File: src/rtl/uart_rx_fifo.sv
// uart_rx_fifo: 8N1 UART receiver feeding a show-ahead byte FIFO.
// The serial line is synchronised, framed by a small FSM with a bit timer,
// and each good byte is pushed into the FIFO for the MMIO load path to pop.
//
// Read handshake: empty==0 means rd_data holds a valid head byte. The reader
// asserts rd_en for one cycle to consume it; the pop happens on that clock
// edge. rd_en while empty==1 is ignored. The receiver never stalls: a byte
// that arrives while the FIFO is full, with no pop on the same edge, is dropped
// and overrun is set.
module uart_rx_fifo #(
    parameter int CLK_PER_BIT        = 868,
    parameter int FIFO_ADDR_BITWIDTH = 4
) (
    input  logic       clk,
    input  logic       reset,
    input  logic       uart_rxd,
    input  logic       rd_en,
    output logic [7:0] rd_data,
    output logic       empty,
    output logic       full,
    output logic       overrun,
    output logic       frame_error,
    input  logic       clear_errors
);

    localparam int TW    = (CLK_PER_BIT > 1) ? $clog2(CLK_PER_BIT) : 1;
    localparam int AW    = FIFO_ADDR_BITWIDTH;
    localparam int DEPTH = 1 << AW;

    localparam logic [TW-1:0] BIT_LAST   = TW'(CLK_PER_BIT - 1);
    localparam logic [TW-1:0] HALF_LAST  = TW'(CLK_PER_BIT / 2 - 1);
    localparam logic [AW:0]   COUNT_FULL = (AW + 1)'(DEPTH);

    typedef enum logic [2:0] {
        ST_IDLE,
        ST_START,
        ST_DATA,
        ST_STOP,
        ST_WAIT_IDLE
    } state_t;

    // Synchroniser
    logic rx_meta_q, rx_meta_d;
    logic rx_s_q, rx_s_d;

    // Receiver
    state_t        state_q, state_d;
    logic [TW-1:0] timer_q, timer_d;
    logic [2:0]    bit_idx_q, bit_idx_d;
    logic [7:0]    shift_q, shift_d;
    logic          push;
    logic          frame_err_evt;

    // FIFO
    logic [7:0]    mem_q [DEPTH];
    logic [7:0]    mem_d [DEPTH];
    logic [AW-1:0] wr_ptr_q, wr_ptr_d;
    logic [AW-1:0] rd_ptr_q, rd_ptr_d;
    logic [AW:0]   count_q, count_d;
    logic          pop_ok;
    logic          push_ok;
    logic          overrun_evt;

    // Sticky error flags
    logic overrun_q, overrun_d;
    logic frame_error_q, frame_error_d;

    // Two-stage synchroniser for the asynchronous serial input.
    always_comb begin
        rx_meta_d = uart_rxd;
        rx_s_d    = rx_meta_q;
    end

    // Frame FSM: find the start edge, sample mid-bit, check the stop bit.
    always_comb begin
        state_d       = state_q;
        timer_d       = timer_q;
        bit_idx_d     = bit_idx_q;
        shift_d       = shift_q;
        push          = 1'b0;
        frame_err_evt = 1'b0;
        case (state_q)
            ST_IDLE: begin
                if (!rx_s_q) begin
                    state_d = ST_START;
                    timer_d = '0;
                end
            end
            ST_START: begin
                if (timer_q == HALF_LAST) begin
                    timer_d = '0;
                    if (!rx_s_q) begin
                        state_d   = ST_DATA;
                        bit_idx_d = '0;
                    end else begin
                        // Line went back high before mid start bit: a glitch.
                        state_d = ST_IDLE;
                    end
                end else begin
                    timer_d = timer_q + 1'b1;
                end
            end
            ST_DATA: begin
                if (timer_q == BIT_LAST) begin
                    timer_d            = '0;
                    shift_d[bit_idx_q] = rx_s_q;
                    if (bit_idx_q == 3'd7) begin
                        state_d = ST_STOP;
                    end else begin
                        bit_idx_d = bit_idx_q + 3'd1;
                    end
                end else begin
                    timer_d = timer_q + 1'b1;
                end
            end
            ST_STOP: begin
                if (timer_q == BIT_LAST) begin
                    timer_d = '0;
                    if (rx_s_q) begin
                        push    = 1'b1;
                        state_d = ST_IDLE;
                    end else begin
                        frame_err_evt = 1'b1;
                        state_d       = ST_WAIT_IDLE;
                    end
                end else begin
                    timer_d = timer_q + 1'b1;
                end
            end
            ST_WAIT_IDLE: begin
                // Hold off until the line returns high (break or noise).
                if (rx_s_q) begin
                    state_d = ST_IDLE;
                end
            end
            default: begin
                state_d = ST_IDLE;
            end
        endcase
    end

    // FIFO bookkeeping: a pop frees a slot on the same edge as a push.
    always_comb begin
        pop_ok      = rd_en && (count_q != '0);
        push_ok     = push && ((count_q != COUNT_FULL) || pop_ok);
        overrun_evt = push && (count_q == COUNT_FULL) && !pop_ok;
        mem_d       = mem_q;
        wr_ptr_d    = wr_ptr_q;
        rd_ptr_d    = rd_ptr_q;
        count_d     = count_q;
        if (push_ok) begin
            mem_d[wr_ptr_q] = shift_q;
            wr_ptr_d        = wr_ptr_q + 1'b1;
        end
        if (pop_ok) begin
            rd_ptr_d = rd_ptr_q + 1'b1;
        end
        case ({push_ok, pop_ok})
            2'b10:   count_d = count_q + 1'b1;
            2'b01:   count_d = count_q - 1'b1;
            default: count_d = count_q;
        endcase
    end

    // Sticky flags: a new event on the clearing edge keeps the flag set.
    always_comb begin
        overrun_d     = overrun_q;
        frame_error_d = frame_error_q;
        if (clear_errors) begin
            overrun_d     = 1'b0;
            frame_error_d = 1'b0;
        end
        if (overrun_evt) begin
            overrun_d = 1'b1;
        end
        if (frame_err_evt) begin
            frame_error_d = 1'b1;
        end
    end

    // State registers; reset abandons any partial frame and empties the FIFO.
    always_ff @(posedge clk) begin
        if (reset) begin
            rx_meta_q     <= 1'b1;
            rx_s_q        <= 1'b1;
            state_q       <= ST_IDLE;
            timer_q       <= '0;
            bit_idx_q     <= '0;
            shift_q       <= '0;
            mem_q         <= '{default: '0};
            wr_ptr_q      <= '0;
            rd_ptr_q      <= '0;
            count_q       <= '0;
            overrun_q     <= 1'b0;
            frame_error_q <= 1'b0;
        end else begin
            rx_meta_q     <= rx_meta_d;
            rx_s_q        <= rx_s_d;
            state_q       <= state_d;
            timer_q       <= timer_d;
            bit_idx_q     <= bit_idx_d;
            shift_q       <= shift_d;
            mem_q         <= mem_d;
            wr_ptr_q      <= wr_ptr_d;
            rd_ptr_q      <= rd_ptr_d;
            count_q       <= count_d;
            overrun_q     <= overrun_d;
            frame_error_q <= frame_error_d;
        end
    end

    assign empty       = (count_q == '0);
    assign full        = (count_q == COUNT_FULL);
    assign rd_data     = empty ? 8'h00 : mem_q[rd_ptr_q];
    assign overrun     = overrun_q;
    assign frame_error = frame_error_q;

endmodule

File: config.mk
export PLATFORM = sky130hd
export DESIGN_NAME = uart_rx_fifo
export DESIGN_NICKNAME = d
export VERILOG_FILES = /design/src/rtl/uart_rx_fifo.sv
export SDC_FILE = /design/constraint.sdc
export NUM_CORES = 1
export LEC_CHECK = 0
export BUFFER_PORTS_ARGS = -buffer_cell sky130_fd_sc_hd__buf_2
export CAP_MARGIN = 20
export CORE_MARGIN = 2
export CORE_UTILIZATION = 43
export DETAILED_ROUTE_END_ITERATION = 8
export SYNTH_ARGS = -nofsm -noshare
export SYNTH_HDL_FRONTEND = slang
export SYNTH_SLANG_ARGS = --single-unit
export TNS_END_PERCENT = 5
File: constraint.sdc
create_clock -name clk -period 2.7 [get_ports clk]
set_input_delay 0.405 -clock clk [delete_from_list [all_inputs] [get_ports clk]]
set_output_delay 0.405 -clock clk [all_outputs]
set_load 0.005 [all_outputs]
==> reports/metrics.yaml, run 1 <==
die:
  fp.dieW_microns: 143
  fp.dieH_microns: 143
  rows: 50
  io_pins: 17
  coreArea_sq_mm: 0.0188
  dieArea_sq_mm: 0.0204
  initial_core_util_pct: 44.1
worst_setup_path:
  crit_arrival_ns: 2.34
  r2r_end: "count_q[4]$_SDFFE_PP0P_"
  criticalPathCategory: "reg2out"
  r2r_cells: 9
  required_ns: 2.30
  critPathMaxFanout: 13
  startpoint_type: "register"
  regToRegStartpoint: "count_q[0]$_SDFFE_PP0P_"
  r2r_slack_ns: 0.19
  endpoint_kind: "output pin"
synth:
  async_flop_share_pct: 0
  ys.flop_type: "dfxtp_1"
  synth_enable_flop_cells: 0
  ys_ff_latch: 169
  yosysSeqAreaShare_pct: 40.9
  avgSynthCellArea_sq_um: 10.6
  synthDistinctLibCells: 53
  synth_nets: 794
  yosysWarningCount: 0
  syn_inst: 778
  syn_area_sq_mm: 0.00827
route:
  vias: 5660
  finalWirelength_mm: 19.2
  detail_route.wl_per_cell_microns: 18.8
  drc: 0
  ant_nets: 0
  drt_iter0_markers: 384
  drt_pass1_iterations: 4
  via_per_inst: 5.53
power_and_ir_drop:
  p_comb_share_pct: 13.6
  p_clk_share_pct: 41.2
  power_density_mw_per_mm2: 620
  vdd_drop_max_mv: 0.441
  p_sw_share_pct: 26.3
  leakage_nw: 3.96
  seqPwrFrac_pct: 45.2
  switchingPower_w: 0.00151
  power.total_w: 0.00574
  internal_power_w: 0.00423
sta:
  drv_slew: 0
  final.setup.tns_ns: -0.198
  rsz0062_at_grt: "true"
  hold_viol: 0
  setup_viol: 7
  period_minus_slack_ns: 2.75
  slew_headroom_pct: 48.7
  worst_pin_slew_ns: 0.770
  fmax_ghz: 0.364
  min_period_over_period_pct: 102
  setup_slack_ns: -0.0488
  fin_skew_ns: 0.0104
cts:
  cts_root_buf: "clkbuf_16"
  numCtsBuffers: 17
  clock_latency_ns: 0.43
  cts.reportedPaths.clkPinSlew_ns: 0.06
  cts_tree: "yes"
  cts_sinks: 169
  htreeDepth: 4
  clock_path_buffers: 2
cells_and_area:
  fill_cells: 1675
  diodes: 0
  syn_to_final_growth_pct: 11.8
  drive_gt1_share_pct: 19.3
  final_core_util_pct: 49.3
  layout.nets: 792
  layout.cells.most_common: "dfxtp_1"
  final_cell_mix: "166 x dfxtp_1, 140 x nand2b_1, 140 x mux2i_1, 40 x mux4_2, 35 x nor2_1"
min_path:
  hp-start: "uart_rxd"
  min_path_type: "in2reg"
  min_path_cells: 2
  whs_endpoint: "rx_meta_q$_SDFF_PP1_"
placed_design:
  io_buffers: 16
  pre_cts_ws_ns: 0.150
  routabilityCongestion: 0.758
  dp_hpwl_mm: 12.8
global_routing:
  grt_pass1_vias: 5602
  track_usage_pct: 19.9
  antenna_found_initial: 0
  grt_pass1_wl_mm: 30.9
  grt_max_degree: 82
  overflow: 0
run_status:
  violations: "negative setup slack"
  outcome: "finished with violations"
flow_run:
  max_cap_viol_count: 0
worst max-delay path by stage:
stage                             start                      end  slack [ns]  cells past startpoint
2_1_floorplan   count_q[1]$_SDFFE_PP0P_  count_q[4]$_SDFFE_PP0P_        0.10                     10
3_3_place_gp    timer_q[0]$_SDFFE_PP0P_  count_q[4]$_SDFFE_PP0P_        0.20                     10
3_5_place_dp    timer_q[0]$_SDFFE_PP0P_  count_q[4]$_SDFFE_PP0P_        0.15                     10
4_1_cts        rd_ptr_q[0]$_SDFFE_PP0P_               rd_data[5]       -0.06                      5
5_1_grt        rd_ptr_q[0]$_SDFFE_PP0P_               rd_data[7]        -0.1                      5
6_report       rd_ptr_q[0]$_SDFFE_PP0P_               rd_data[5]       -0.05                      5
sequential cells by signal (all words and copies together) (netlist names):
register     flops
overrun          1
state_q          3
shift_q          8
timer_q         10
rx_meta_q        1
frame_error      1
mem_q          128
count_q          5
rd_ptr_q         4
wr_ptr_q         4
rx_s_q           1
bit_idx_q        3
final cells by class:
class                      instances  area [sq um]  share of cell area (%)
clock buffer                      19           453                    4.90
clock inverter                    13           121                    1.31
inverter                           8          30.0                   0.325
multi-input combinational        534          4590                    49.7
sequential                       169          3390                    36.7
tap                              234           293                    3.17
timing repair buffer              46           365                    3.95
worst max-delay path, stage by stage, from the launching register on:
cell and delay (ns):
dfxtp_4 0.42, buf_12 0.18, mux4_2 0.52, mux4_2 0.50, nor2b_1 0.17, buf_2 0.13
layer usage:
layer,up-vias,track usage [%],share of wire (%)
met4,0,5.16,0.78
met2,61,32.4,48
met3,14,3.62,2.5
met5,-,0,0
met1,2862,27.4,49
li1,2723,-,-
Yosys cell counts (all sizes together) (3+ instances only):
master	count	area share, %
dfxtp	169	41
mux2i	140	17
nand2b	140	11
clkbuf	51	2.3
mux4	40	11
nor2	37	1.7
nand3	29	2.5
nand2	23	1.0
a21oi	17	1.0
buf	16	1.1
nor2b	13	0.98
ha	11	1.7
inv	8	0.36
nand4	7	0.76
a31oi	6	0.45
o21ai	6	0.36
nor3	5	0.30
nor4	5	0.38
and4	4	0.42
nor3b	4	0.36
or2	4	0.30
xnor2	4	0.42
xor2	4	0.42
a21o	3	0.27
or3	3	0.23
or4	3	0.27
logic make-up (layout without fill, tap and decap cells):
| family | Yosys count | in the layout | share of synthesized area, % |
|---|---|---|---|
| adder cells (fa/ha/maj) | 11 | 11 | 1.66 |
| AO/OA/AOI/OAI | 45 | 45 | 3.72 |
| XOR/XNOR | 8 | 8 | 0.847 |
| buffers and inverters | 75 | 86 | 3.74 |
| multiplexers | 182 | 182 | 28.1 |
| AND/OR/NAND/NOR | 288 | 288 | 21.0 |
| flip-flops | 169 | 169 | 40.9 |
power groups by stage:
stage                     combinational, W  sequential, W  clock [W]
after floorplan                   0.000509        0.00260          0
after CTS                         0.000774        0.00259    0.00241
after global placement            0.000718        0.00263          0
after detailed placement          0.000736        0.00264          0
final                             0.000780        0.00259    0.00236
after global routing              0.000849        0.00260    0.00253
metrics by stage:
| step | cells | instance area (sq um) | hold WS, ns |
|---|---|---|---|
| 4_1_cts | 1021 | 9220 | 0.146 |
| 6_report | 1023 | 9250 | 0.162 |
| 5_1_grt | 1023 | 9250 | 0.158 |
| 3_3_place_gp | 988 | 8610 | 0.394 |
| 3_5_place_dp | 988 | 8610 | 0.402 |
| 2_1_floorplan | 778 | 8270 | 0.389 |
timing repair:
action | in CTS | in global routing
cloned | 1 | 0
endpoints found under the setup margin | 8 | 30
hold buffers | 0 | 0
gates resized for setup | 4 | 5
setup buffers | 0 | 2
Note: power is estimated with default switching activity, not from simulation.
==> inputs of run 2 (changes only) <==
--- a/config.mk
+++ b/config.mk
@@ -8,8 +8,9 @@
 export BUFFER_PORTS_ARGS = -buffer_cell sky130_fd_sc_hd__buf_2
 export CAP_MARGIN = 20
 export CORE_MARGIN = 2
-export CORE_UTILIZATION = 43
+export CORE_UTILIZATION = 32
 export DETAILED_ROUTE_END_ITERATION = 8
+export PLACE_DENSITY = 0.47
 export SYNTH_ARGS = -nofsm -noshare
 export SYNTH_HDL_FRONTEND = slang
 export SYNTH_SLANG_ARGS = --single-unit
==> run 2 against run 1 <==
  * The run still ends with negative setup slack left
  * Largest power group unchanged
  * Power rose by 6.4%
  * Critical endpoint is now rd_data[4]
  * Combinational power rose by 27%
  * Worst setup slack got worse by 0.071 ns
  * Maximum frequency fell by 2.5%
  * Cell count rose by 10%
==> reports/metrics.yaml, run 2 (synthesized netlist as in run 1, its figures left out) <==
cells_and_area:
  layout.nets: 799
  largest_register: "mem_q"
  final_core_util_pct: 37.9
  final_cell_mix: "167 x dfxtp_1, 140 x nand2b_1, 140 x mux2i_1, 40 x mux4_2, 36 x nor2_1"
  layout.cells.most_common: "dfxtp_1"
  drive_gt1_share_pct: 20.4
  largest_reg_flops: 128
  register_area_sq_mm: 0.00339
  fill_cells: 2479
  multi_input_area_sq_mm: 0.00463
  stdcell_count: 1126
  diodes: 0
  reg_top3: "mem_q (128), timer_q (10), shift_q (8)"
  syn_to_final_growth_pct: 15.7
sta:
  hold_slack_ns: 0.154
  setup_slack_ns: -0.120
  min_period_over_period_pct: 104
  fin_skew_ns: 0.0157
  hold_viol: 0
  final.setup.tns_ns: -0.765
  slew_headroom_pct: 47.2
  period_minus_slack_ns: 2.82
  worst_pin_slew_ns: 0.792
  drv_slew: 0
  setup_viol: 8
  rsz0062_at_grt: "true"
  fmax_ghz: 0.355
cts:
  cts_sinks: 169
  cts.reportedPaths.clkPinSlew_ns: 0.07
  numCtsBuffers: 17
  clock_latency_ns: 0.43
  cts_root_buf: "clkbuf_16"
  cts_tree: "yes"
  ctsHoldBuffers: 0
  clock_path_buffers: 2
  htreeDepth: 4
min_path:
  hp-start: "uart_rxd"
  whs_endpoint: "rx_meta_q$_SDFF_PP1_"
  min_path_type: "in2reg"
  min_path_cells: 2
route:
  ant_nets: 0
  drt_pass1_iterations: 4
  via_per_inst: 5.04
  detail_route.wl_per_cell_microns: 18.6
  vias: 5680
  drt_iter0_markers: 315
  finalWirelength_mm: 20.9
  drc: 0
placed_design:
  numPlacedInstances: 1084
  routabilityCongestion: 0.752
  pre_cts_ws_ns: 0.228
  io_buffers: 16
  dp_hpwl_mm: 13.4
worst_setup_path:
  worstPathCellList: "buf_12, buf_16, mux4_2, mux4_2, nor2b_1, buf_2"
  startpoint_type: "register"
  cpMostUsedCell: "mux4_2"
  r2r_end: "count_q[4]$_SDFFE_PP0P_"
  crit_slowest_cell: "mux4_2"
  r2r_cells: 9
  cp-startpoint: "rd_ptr_q[0]$_SDFFE_PP0P_"
  required_ns: 2.30
  criticalPathCategory: "reg2out"
  critPathMaxFanout: 8
  regToRegStartpoint: "count_q[0]$_SDFFE_PP0P_"
  crit_arrival_ns: 2.42
  r2r_slack_ns: 0.23
  endpoint_kind: "output pin"
  crit_path_max_incr_delay_ns: 0.51
die:
  coreArea_sq_mm: 0.0253
  fp.dieW_microns: 165
  rows: 58
  dieArea_sq_mm: 0.0271
  initial_core_util_pct: 32.7
  io_pins: 17
  fp.dieH_microns: 165
global_routing:
  antenna_found_initial: 0
  grt_pass1_vias: 5783
  overflow: 0
  grt_max_degree: 66
  grt_pass1_wl_mm: 33.8
  track_usage_pct: 16.5
flow_run:
  max_cap_viol_count: 0
power_and_ir_drop:
  power_density_mw_per_mm2: 638
  vdd_drop_max_mv: 0.331
  leakage_nw: 4.05
run_status:
  outcome: "finished with violations"
  violations: "negative setup slack"
==> run 2: cell types whose count changed in the layout (fill, tap and decap cells not counted), sizes merged <==
cell      change
buf           +7
clkinvlp      -3
inv           +6
clkinv        -2
clkbuf        -1
==> run 2: timing repair <==
| item | CTS | global route |
|---|---|---|
| setup endpoints to repair | 8 | 9 |
| gates cloned | 3 | 0 |
| resized for setup | 12 | 7 |
| buffers inserted | 7 | 0 |
==> run 2: how the worst max path moves through the flow <==
stage | end | slack, ns | depth (start not counted)
2_1_floorplan | count_q[4]$_SDFFE_PP0P_ | 0.10 | 10
3_3_place_gp | count_q[4]$_SDFFE_PP0P_ | 0.23 | 9
3_5_place_dp | count_q[4]$_SDFFE_PP0P_ | 0.23 | 9
4_1_cts | rd_data[4] | -0.12 | 6
5_1_grt | rd_data[7] | -0.16 | 6
6_report | rd_data[4] | -0.12 | 6
==> run 2: power by group <==
group / internal, W / switching [W]
Sequential: 0.00253 / 0.0000450
Clock: 0.00136 / 0.00118
Combinational: 0.000495 / 0.000492
Total: 0.00438 / 0.00172
==> run 2: metal layers <==
metal	GRT usage (%)	part of all wire, %	vias up
li1	-	-	2739
met3	3.16	3.0	15
met5	2.27	0.37	-
met2	26.4	47	72
met4	4.07	0.95	2
met1	22.8	49	2852
==> run 2: critical path, delay by kind of cell, from the launching register on <==
family / cells / cell delay [ns]
muxes: 2 / 0.96
buffers and inverters: 3 / 0.43
and+or+nand+nor: 1 / 0.16
DFF: 1 / 0.42
==> run 2: per-stage QoR <==
stage          total power [W]  instance area [sq um]
2_1_floorplan          0.00311                   8270
3_3_place_gp           0.00339                   8720
3_5_place_dp           0.00339                   8720
4_1_cts                0.00617                   9550
5_1_grt                0.00638                   9570
6_report               0.00610                   9570
==> run 2: cell type report <==
type	count	share of cell area, %
clock buffers	18	4.59
multi-input cells	534	48.4
well taps	330	4.31
inverters	8	0.314
clock inverters	14	1.87
flip-flops and latches	169	35.4
repair buffers	53	5.15
==> inputs of run 3 (changes only) <==
==> constraint.sdc (replaced) <==
create_clock -name clk -period 2.3 [get_ports clk]
set_input_delay 0.345 -clock clk [delete_from_list [all_inputs] [get_ports clk]]
set_output_delay 0.345 -clock clk [all_outputs]
set_load 0.005 [all_outputs]
==> run 3 against run 2 <==
  * The flow still finishes with violations (negative setup slack)
  * First-iteration DRC count up 17%
  * Clock power up 22%
  * Sequential power up 18%
  * Combinational power up 4%
  * Worst setup slack worse by 0.24 ns
  * Final area up 2.4%
  * Non-clock buffer count up 39
  * Register-to-register slack worse by 0.25 ns
  * Clock-buffer cell count up 1
  * Global-route usage down 0.43 points
  * Hold slack worse by 0.046 ns
  * Routed wire length down 0.45%
==> reports/metrics.yaml, run 3 (synthesized netlist as in run 1, its figures left out) <==
die:
  fp.dieH_microns: 165
  coreArea_sq_mm: 0.0253
  rows: 58
  dieArea_sq_mm: 0.0271
  initial_core_util_pct: 32.7
  io_pins: 17
  fp.dieW_microns: 165
route:
  drt_iter0_markers: 369
  drc: 0
  drt_pass1_iterations: 4
  finalWirelength_mm: 20.8
  vias: 5756
  via_per_inst: 4.94
  ant_nets: 0
  detail_route.wl_per_cell_microns: 17.9
min_path:
  min_path_cells: 2
  min_path_type: "in2reg"
sta:
  slew_headroom_pct: 51.7
  drv_slew: 0
  min_period_over_period_pct: 116
  hold_slack_ns: 0.108
  worst_pin_slew_ns: 0.724
  fmax_ghz: 0.376
  setup_viol: 9
  rsz0062_at_grt: "true"
  setup_slack_ns: -0.358
  fin_skew_ns: 0.0121
  period_minus_slack_ns: 2.66
  hold_viol: 0
cts:
  numCtsBuffers: 17
  cts_tree: "yes"
  cts_sinks: 169
  postCtsSetupRepairBufs: 0
  clock_path_buffers: 2
  cts_root_buf: "clkbuf_16"
  cts.reportedPaths.clkPinSlew_ns: 0.07
  htreeDepth: 4
  clock_latency_ns: 0.42
  ctsHoldBuffers: 0
global_routing:
  grt_pass1_wl_mm: 33.1
  grt_pass1_vias: 5834
  antenna_found_initial: 0
  overflow: 0
  track_usage_pct: 16.1
  grt_max_degree: 90
cells_and_area:
  largest_register: "mem_q"
  layout.cells.most_common: "dfxtp_1"
  layout.nets: 838
  syn_to_final_growth_pct: 18.5
  final_cell_mix: "167 x dfxtp_1, 140 x nand2b_1, 140 x mux2i_1, 72 x buf_4, 40 x mux4_2"
  diodes: 0
  drive_gt1_share_pct: 24.6
  reg_top3: "mem_q (128), timer_q (10), shift_q (8)"
  largest_reg_flops: 128
placed_design:
  io_buffers: 16
  dp_hpwl_mm: 14.0
  pre_cts_ws_ns: -0.0330
  routabilityCongestion: 0.777
worst_setup_path:
  startpoint_type: "register"
  critPathMaxFanout: 8
  cpMostUsedCell: "mux4_2"
  crit_arrival_ns: 2.31
  required_ns: 1.96
  criticalPathCategory: "reg2out"
  endpoint_kind: "output pin"
  r2r_cells: 9
  worstPathCellList: "buf_12, mux4_2, mux4_2, nor2b_1, buf_2"
  crit_path_max_incr_delay_ns: 0.51
  crit_slowest_cell: "mux4_2"
power_and_ir_drop:
  p_comb_share_pct: 14.4
  p_clk_share_pct: 43.3
  power_density_mw_per_mm2: 730
  seqPwrFrac_pct: 42.4
  switchingPower_w: 0.00180
  internal_power_w: 0.00535
  p_sw_share_pct: 25.2
  leakage_nw: 4.21
  vdd_drop_max_mv: 0.497
run_status:
  outcome: "finished with violations"
  violations: "negative setup slack"
flow_run:
  max_cap_viol_count: 0
-- run 3: cell count changes in the layout (fill, tap and decap cells not counted), moves of 3 or more --
| cell | delta |
|---|---|
| nor2b_4 | -5 |
| buf_4 | +43 |
| clkinv_8 | -3 |
| inv_8 | -5 |
| buf_16 | -3 |
| bufinv_16 | +3 |
| nor2b_1 | +4 |
-- run 3: area by class of cell --
type	instances	area, sq um
clock buffer	19	443
clock inverter	13	190
fill	2468	15500
inverter	8	30.0
multi-input combinational	534	4630
sequential	169	3390
tap	330	413
timing repair buffer	92	698
-- run 3: final timing paths --
kind	start	end	slack (ns)
worst max-delay path	rd_ptr_q[0]$_SDFFE_PP0P_	rd_data[6]	-0.36
worst min-delay path	uart_rxd	rx_meta_q$_SDFF_PP1_	0.11
worst max register to register	count_q[2]$_SDFFE_PP0P_	count_q[4]$_SDFFE_PP0P_	-0.02
worst min register to register	rx_meta_q$_SDFF_PP1_	rx_s_q$_SDFF_PP1_	0.41
-- run 3: power by group through the flow --
stage	Clock [W]	Sequential, W	Combinational [W]
after CTS	0.00318	0.00303	0.00101
after detailed placement	0	0.00309	0.000992
after global placement	0	0.00309	0.000994
after floorplan	0	0.00306	0.000640
final	0.00310	0.00303	0.00103
after global routing	0.00330	0.00303	0.00111
-- run 3: timing repair --
item	in CTS	in global routing
pin swaps	2	0
setup endpoints to repair	11	129
gates resized for setup	4	7
-- run 3: metrics by stage --
stage | setup TNS (ns) | utilization [%] | cells | instance area (sq um) | power [W]
4_1_cts | -2.95 | 38.7 | 1165 | 9770 | 0.00721
3_3_place_gp | -0.0116 | 36.1 | 1133 | 9130 | 0.00408
5_1_grt | -3.45 | 38.8 | 1165 | 9800 | 0.00744
6_report | -2.66 | 38.8 | 1165 | 9800 | 0.00715
2_1_floorplan | -0.414 | - | 778 | 8320 | 0.00370
3_5_place_dp | -0.0606 | 36.1 | 1133 | 9130 | 0.00408
-- run 3: critical path: cells and delay by family (launching register included) --
kind	cells	cell delay, ns
flops	1	0.41
simple gates	1	0.19
mux	2	0.98
buf+inv	2	0.30
-- run 3: routing by layer --
layer	wire [microns]	vias up	GRT usage [%]
met3	825	11	3.47
met4	189	0	3.16
met2	9490	76	25.4
li1	-	2815	-
met1	10300	2854	22.7
met5	0	-	0
